[src/rtl/sdrc_wb_arb.sv]
// Two-master Wishbone arbiter in front of the SDRAM controller slave port.
// Optional per-grant watchdog enabled by defining SDRC_WB_ARB_TMO_EN.
module sdrc_wb_arb #(
   parameter int AW  = 32,
   parameter int DW  = 32,
   parameter int TMO = 255
) (
   input  logic            wb_clk_i,
   input  logic            wb_rst_i,
   input  logic            m0_cyc_i,
   input  logic            m0_stb_i,
   input  logic            m0_we_i,
   input  logic [AW-1:0]   m0_addr_i,
   input  logic [DW-1:0]   m0_dat_i,
   input  logic [DW/8-1:0] m0_sel_i,
   input  logic [2:0]      m0_cti_i,
   output logic            m0_ack_o,
   output logic            m0_err_o,
   output logic [DW-1:0]   m0_dat_o,
   input  logic            m1_cyc_i,
   input  logic            m1_stb_i,
   input  logic            m1_we_i,
   input  logic [AW-1:0]   m1_addr_i,
   input  logic [DW-1:0]   m1_dat_i,
   input  logic [DW/8-1:0] m1_sel_i,
   input  logic [2:0]      m1_cti_i,
   output logic            m1_ack_o,
   output logic            m1_err_o,
   output logic [DW-1:0]   m1_dat_o,
   output logic            s_cyc_o,
   output logic            s_stb_o,
   output logic            s_we_o,
   output logic [AW-1:0]   s_addr_o,
   output logic [DW-1:0]   s_dat_o,
   output logic [DW/8-1:0] s_sel_o,
   output logic [2:0]      s_cti_o,
   input  logic            s_ack_i,
   input  logic [DW-1:0]   s_dat_i
);

   typedef enum logic [1:0] {
      IDLE = 2'd0,
      GNT0 = 2'd1,
      GNT1 = 2'd2
   } state_t;

   state_t state, state_nxt;
   logic   last, last_nxt;
   logic   tmo_hit;

   if (TMO < 1 || TMO > 255) begin : g_tmo_range
      $error("sdrc_wb_arb: TMO must be in 1..255");
   end

   always_ff @(posedge wb_clk_i or posedge wb_rst_i) begin
      if (wb_rst_i) begin
         state <= IDLE;
         last  <= 1'b1;
      end else begin
         state <= state_nxt;
         last  <= last_nxt;
      end
   end

`ifdef SDRC_WB_ARB_TMO_EN
   logic [7:0] tmo_cnt;

   // Counts unacknowledged strobe cycles of the current grant only.
   always_ff @(posedge wb_clk_i or posedge wb_rst_i) begin
      if (wb_rst_i)
         tmo_cnt <= '0;
      else if (state_nxt == IDLE || s_ack_i)
         tmo_cnt <= '0;
      else if (s_stb_o)
         tmo_cnt <= tmo_cnt + 8'd1;
   end

   assign tmo_hit = (state != IDLE) && (tmo_cnt == 8'(TMO));
`else
   assign tmo_hit = 1'b0;
`endif

   // Grant is held for the whole cycle; the loser waits out one IDLE cycle.
   always_comb begin
      state_nxt = state;
      last_nxt  = last;
      unique case (state)
         IDLE: begin
            if (m0_cyc_i && m1_cyc_i)
               state_nxt = last ? GNT0 : GNT1;
            else if (m0_cyc_i)
               state_nxt = GNT0;
            else if (m1_cyc_i)
               state_nxt = GNT1;
         end
         GNT0: begin
            if (!m0_cyc_i || tmo_hit) begin
               state_nxt = IDLE;
               last_nxt  = 1'b0;
            end
         end
         GNT1: begin
            if (!m1_cyc_i || tmo_hit) begin
               state_nxt = IDLE;
               last_nxt  = 1'b1;
            end
         end
         default: state_nxt = IDLE;
      endcase
   end

   always_comb begin
      s_cyc_o  = 1'b0;
      s_stb_o  = 1'b0;
      s_we_o   = m0_we_i;
      s_addr_o = m0_addr_i;
      s_dat_o  = m0_dat_i;
      s_sel_o  = m0_sel_i;
      s_cti_o  = m0_cti_i;
      m0_ack_o = 1'b0;
      m1_ack_o = 1'b0;
      m0_err_o = 1'b0;
      m1_err_o = 1'b0;
      unique case (state)
         GNT0: begin
            s_cyc_o  = m0_cyc_i;
            s_stb_o  = m0_stb_i;
            m0_ack_o = s_ack_i;
            m0_err_o = tmo_hit;
         end
         GNT1: begin
            s_cyc_o  = m1_cyc_i;
            s_stb_o  = m1_stb_i;
            s_we_o   = m1_we_i;
            s_addr_o = m1_addr_i;
            s_dat_o  = m1_dat_i;
            s_sel_o  = m1_sel_i;
            s_cti_o  = m1_cti_i;
            m1_ack_o = s_ack_i;
            m1_err_o = tmo_hit;
         end
         default: ;
      endcase
   end

   assign m0_dat_o = s_dat_i;
   assign m1_dat_o = s_dat_i;

endmodule
[config.mk]
export PLATFORM = sky130hd
export DESIGN_NAME = sdrc_wb_arb
export DESIGN_NICKNAME = d
export VERILOG_FILES = /design/src/rtl/sdrc_wb_arb.sv
export SDC_FILE = /design/constraint.sdc
export NUM_CORES = 1
export LEC_CHECK = 0
export ABC_CLOCK_PERIOD_IN_PS = 2300
export CAP_MARGIN = 15
export CELL_PAD_IN_SITES_DETAIL_PLACEMENT = 0
export CELL_PAD_IN_SITES_GLOBAL_PLACEMENT = 1
export CORE_AREA = 2 2 128 130
export CTS_BUF_LIST = sky130_fd_sc_hd__clkbuf_16
export CTS_CLUSTER_SIZE = 24
export DETAILED_ROUTE_END_ITERATION = 12
export DIE_AREA = 0 0 130 132
export PLACE_DENSITY_LB_ADDON = 0.1
export SLEW_MARGIN = 20
export SYNTH_ARGS = -nofsm -noshare
export SYNTH_HDL_FRONTEND = slang
export SYNTH_SLANG_ARGS = --single-unit
[constraint.sdc]
create_clock -name wb_clk_i -period 2.3 [get_ports wb_clk_i]
set_clock_uncertainty 0.1 [all_clocks]
set_input_delay 0.345 -clock wb_clk_i [delete_from_list [all_inputs] [get_ports wb_clk_i]]
set_output_delay 0.345 -clock wb_clk_i [all_outputs]
set_load 0.1 [all_outputs]
==> run metrics <==
final setup fails=0; first-pass GRT wire length=between 10 and 15 mm; Worst Path Required=between 1.5 and 2 ns; Lkg Pwr=1.76 nW; worst-path cell chain=inv_1 -> ha_4 -> buf_12 -> mux2_2 -> buf_12; CP peak stage delay=0.41 ns; synthesized area=1600 um2; unrepaired setup endpoints after global routing=false; HP Class=input pin to async pin; area of the multi-input gates=just under 1000 um2; EDFF count, synth=0; CTS root buf=clkbuf_16; ant diodes=0; CTS tree=built; Post-DRT Antenna Nets=0; most numerous cell in the Yosys netlist=buf_4; CTS H-tree lvls=1; peak fanout along the critical path=33; CTS clock-pin slew for the worst setup and hold paths=0.03 ns; initial antenna violation count=0; most frequent CP cell=buf_12; Area contributors post-synth=buf_4 34%, mux2_1 34%, mux2_2 17%, dfrtp_1 3.1%, ha_1 2.4%; number of DRC markers in iteration 0=21; cell row count=46; pwr/cell area=about 1200 nW/um2; vias per cell=3.23; post-synth top area cell=buf_4; GRT Total Usage=approximately a tenth; synth warn=0; fin crit period=2.19 ns; Die Span X=~130 um; Setup crit end kind=primary output; register area=around 76 um2; worst setup path class=register to primary output; final hold vios=0; critical path arrival=1.74 ns; Die Ht=132 um; later-pin clock latency in the skew report=0.23 ns; DRC viols=0; GP Congestion=approximately 0.7; Post-synth top flop=dfrtp_1; CP max-delay cell=mux2_2; Num CTS Buffers=3; Die Area=17200 um2; asr flop ratio synth=100%; Layout area overhead=181%; peak supply drop=0.434 mV; number of buffers added on ports=between 200 and 250; Slew Limit Fails=0; CP startpoint kind=register; share of cells above drive strength 1=33.4%; post-synth top area share=33.9%; remaining global-route overflow=0; first drt pass iteration count=3; fill count=about 1600; Initial Util=10.2%; setup_tns=0 ns; vias in the first global route=1906; final WL=8.91 mm; syn_area_per_cell=9.28 um2; hpwl dp=8.04 mm; Netlist cell types=20; Max clock buf depth=2; Power Total=0.00556 W; area of the core=15700 um2; Max Cap Viol=0; Seq/Total Area, Yosys=4.78%; fmax=0.458 GHz; status=finished clean; Layout Nets=between 500 and 600; largest net degree at the start of global routing=34; postcts setup bufs=0; Synth top cells by count=72 x buf_4, 48 x mux2_1, 24 x mux2_2; Ports=325; synthesized flop and latch total=3; clock sinks=3; Tcrit/Tclk final=95.0%; via count=1768; routed length per instance=16.3 um; Post-Syn Instances=172
==> worst max-delay path: cells and delay by family (launching register included) <==
kind,cells,cell delay (ns)
buffers and inverters,3,0.53
adders and majority gates,1,0.20
muxes,1,0.41
DFF,1,0.37
==> stage by stage <==
| stage | utilization (%) | worst slack [ns] | hold WS, ns | instances | cell area, um2 |
|---|---|---|---|---|---|
| finish | 28.6 | 0.114 | 0.187 | 548 | 4490 |
| global route | 28.6 | 0.0438 | 0.198 | 548 | 4490 |
| CTS | 28.6 | 0.0287 | 0.191 | 548 | 4490 |
| detailed placement | 28.1 | 0.271 | 0.429 | 544 | 4410 |
| global placement | 28.1 | 0.291 | 0.434 | 544 | 4410 |
| floorplan | - | 0.114 | -0.00208 | 173 | 1610 |
==> final timing paths <==
path	cells after the start	to	slack [ns]	startpoint
max in group asynchronous	2	last	1.70	wb_rst_i
min in group wb_clk_i	1	last	0.47	last
setup reg to reg	6	state[1]	0.61	state[0]
hold / removal	2	state[1]	0.19	wb_rst_i
hold reg to reg	1	last	0.47	last
setup / recovery	5	s_dat_o[31]	0.11	state[0]
==> cell usage in the layout, fill, tap and decap left out, types with 2 or more instances in the layout <==
cell,instances
clkbuf_16,3
ha_1,2
buf_12,78
nor2b_2,2
clkdlybuf4s50_1,150
and2_1,2
mux2_2,24
conb_1,2
dfrtp_1,2
o21ai_0,2
mux2_1,48
inv_1,6
==> flip-flops by register name, summed over array words and instances (netlist names) <==
signal,count
state,2
last,1
==> kinds of logic (layout without fill, tap and decap cells) <==
kind of cell / count (synthesis) / in the layout / share of synthesized area [%]
flip-flops: 3 / 3 / 4.78
AO/OA/AOI/OAI: 9 / 9 / 4.39
adder cells (fa/ha/maj): 3 / 3 / 2.35
other: 1 / 2 / 0.235
AND/OR/NAND/NOR: 5 / 5 / 1.80
buffers and inverters: 79 / 238 / 35.7
multiplexers: 72 / 72 / 50.8
==> repair_timing <==
action,CTS,global route
gates resized for setup,0,1
hold buffers,0,0
hold endpoints to repair,0,0
endpoints found under the setup margin,0,20
==> where the power goes <==
group | total [W] | switching, W | internal (W)
Clock | 0.000275 | 0.0000508 | 0.000224
Sequential | 0.000102 | 0.0000181 | 0.0000838
Combinational | 0.00518 | 0.00325 | 0.00193
Total | 0.00556 | 0.00332 | 0.00224
==> final cells by class <==
class                      count  area share (%)
inverter                       5           0.418
clock buffer                   3            1.67
tap                          216            6.02
clock inverter                 1          0.0836
multi-input combinational     91            21.6
timing repair buffer         229            68.5
sequential                     3            1.70
==> per-layer routing <==
metal  GRT usage, %  part of all wire (%)
met1           8.86                    31
met4           2.27                   1.2
met5              0                     0
met3           2.68                   9.7
met2           20.1                    58
No activity file was read; power rests on OpenSTA's default activity.
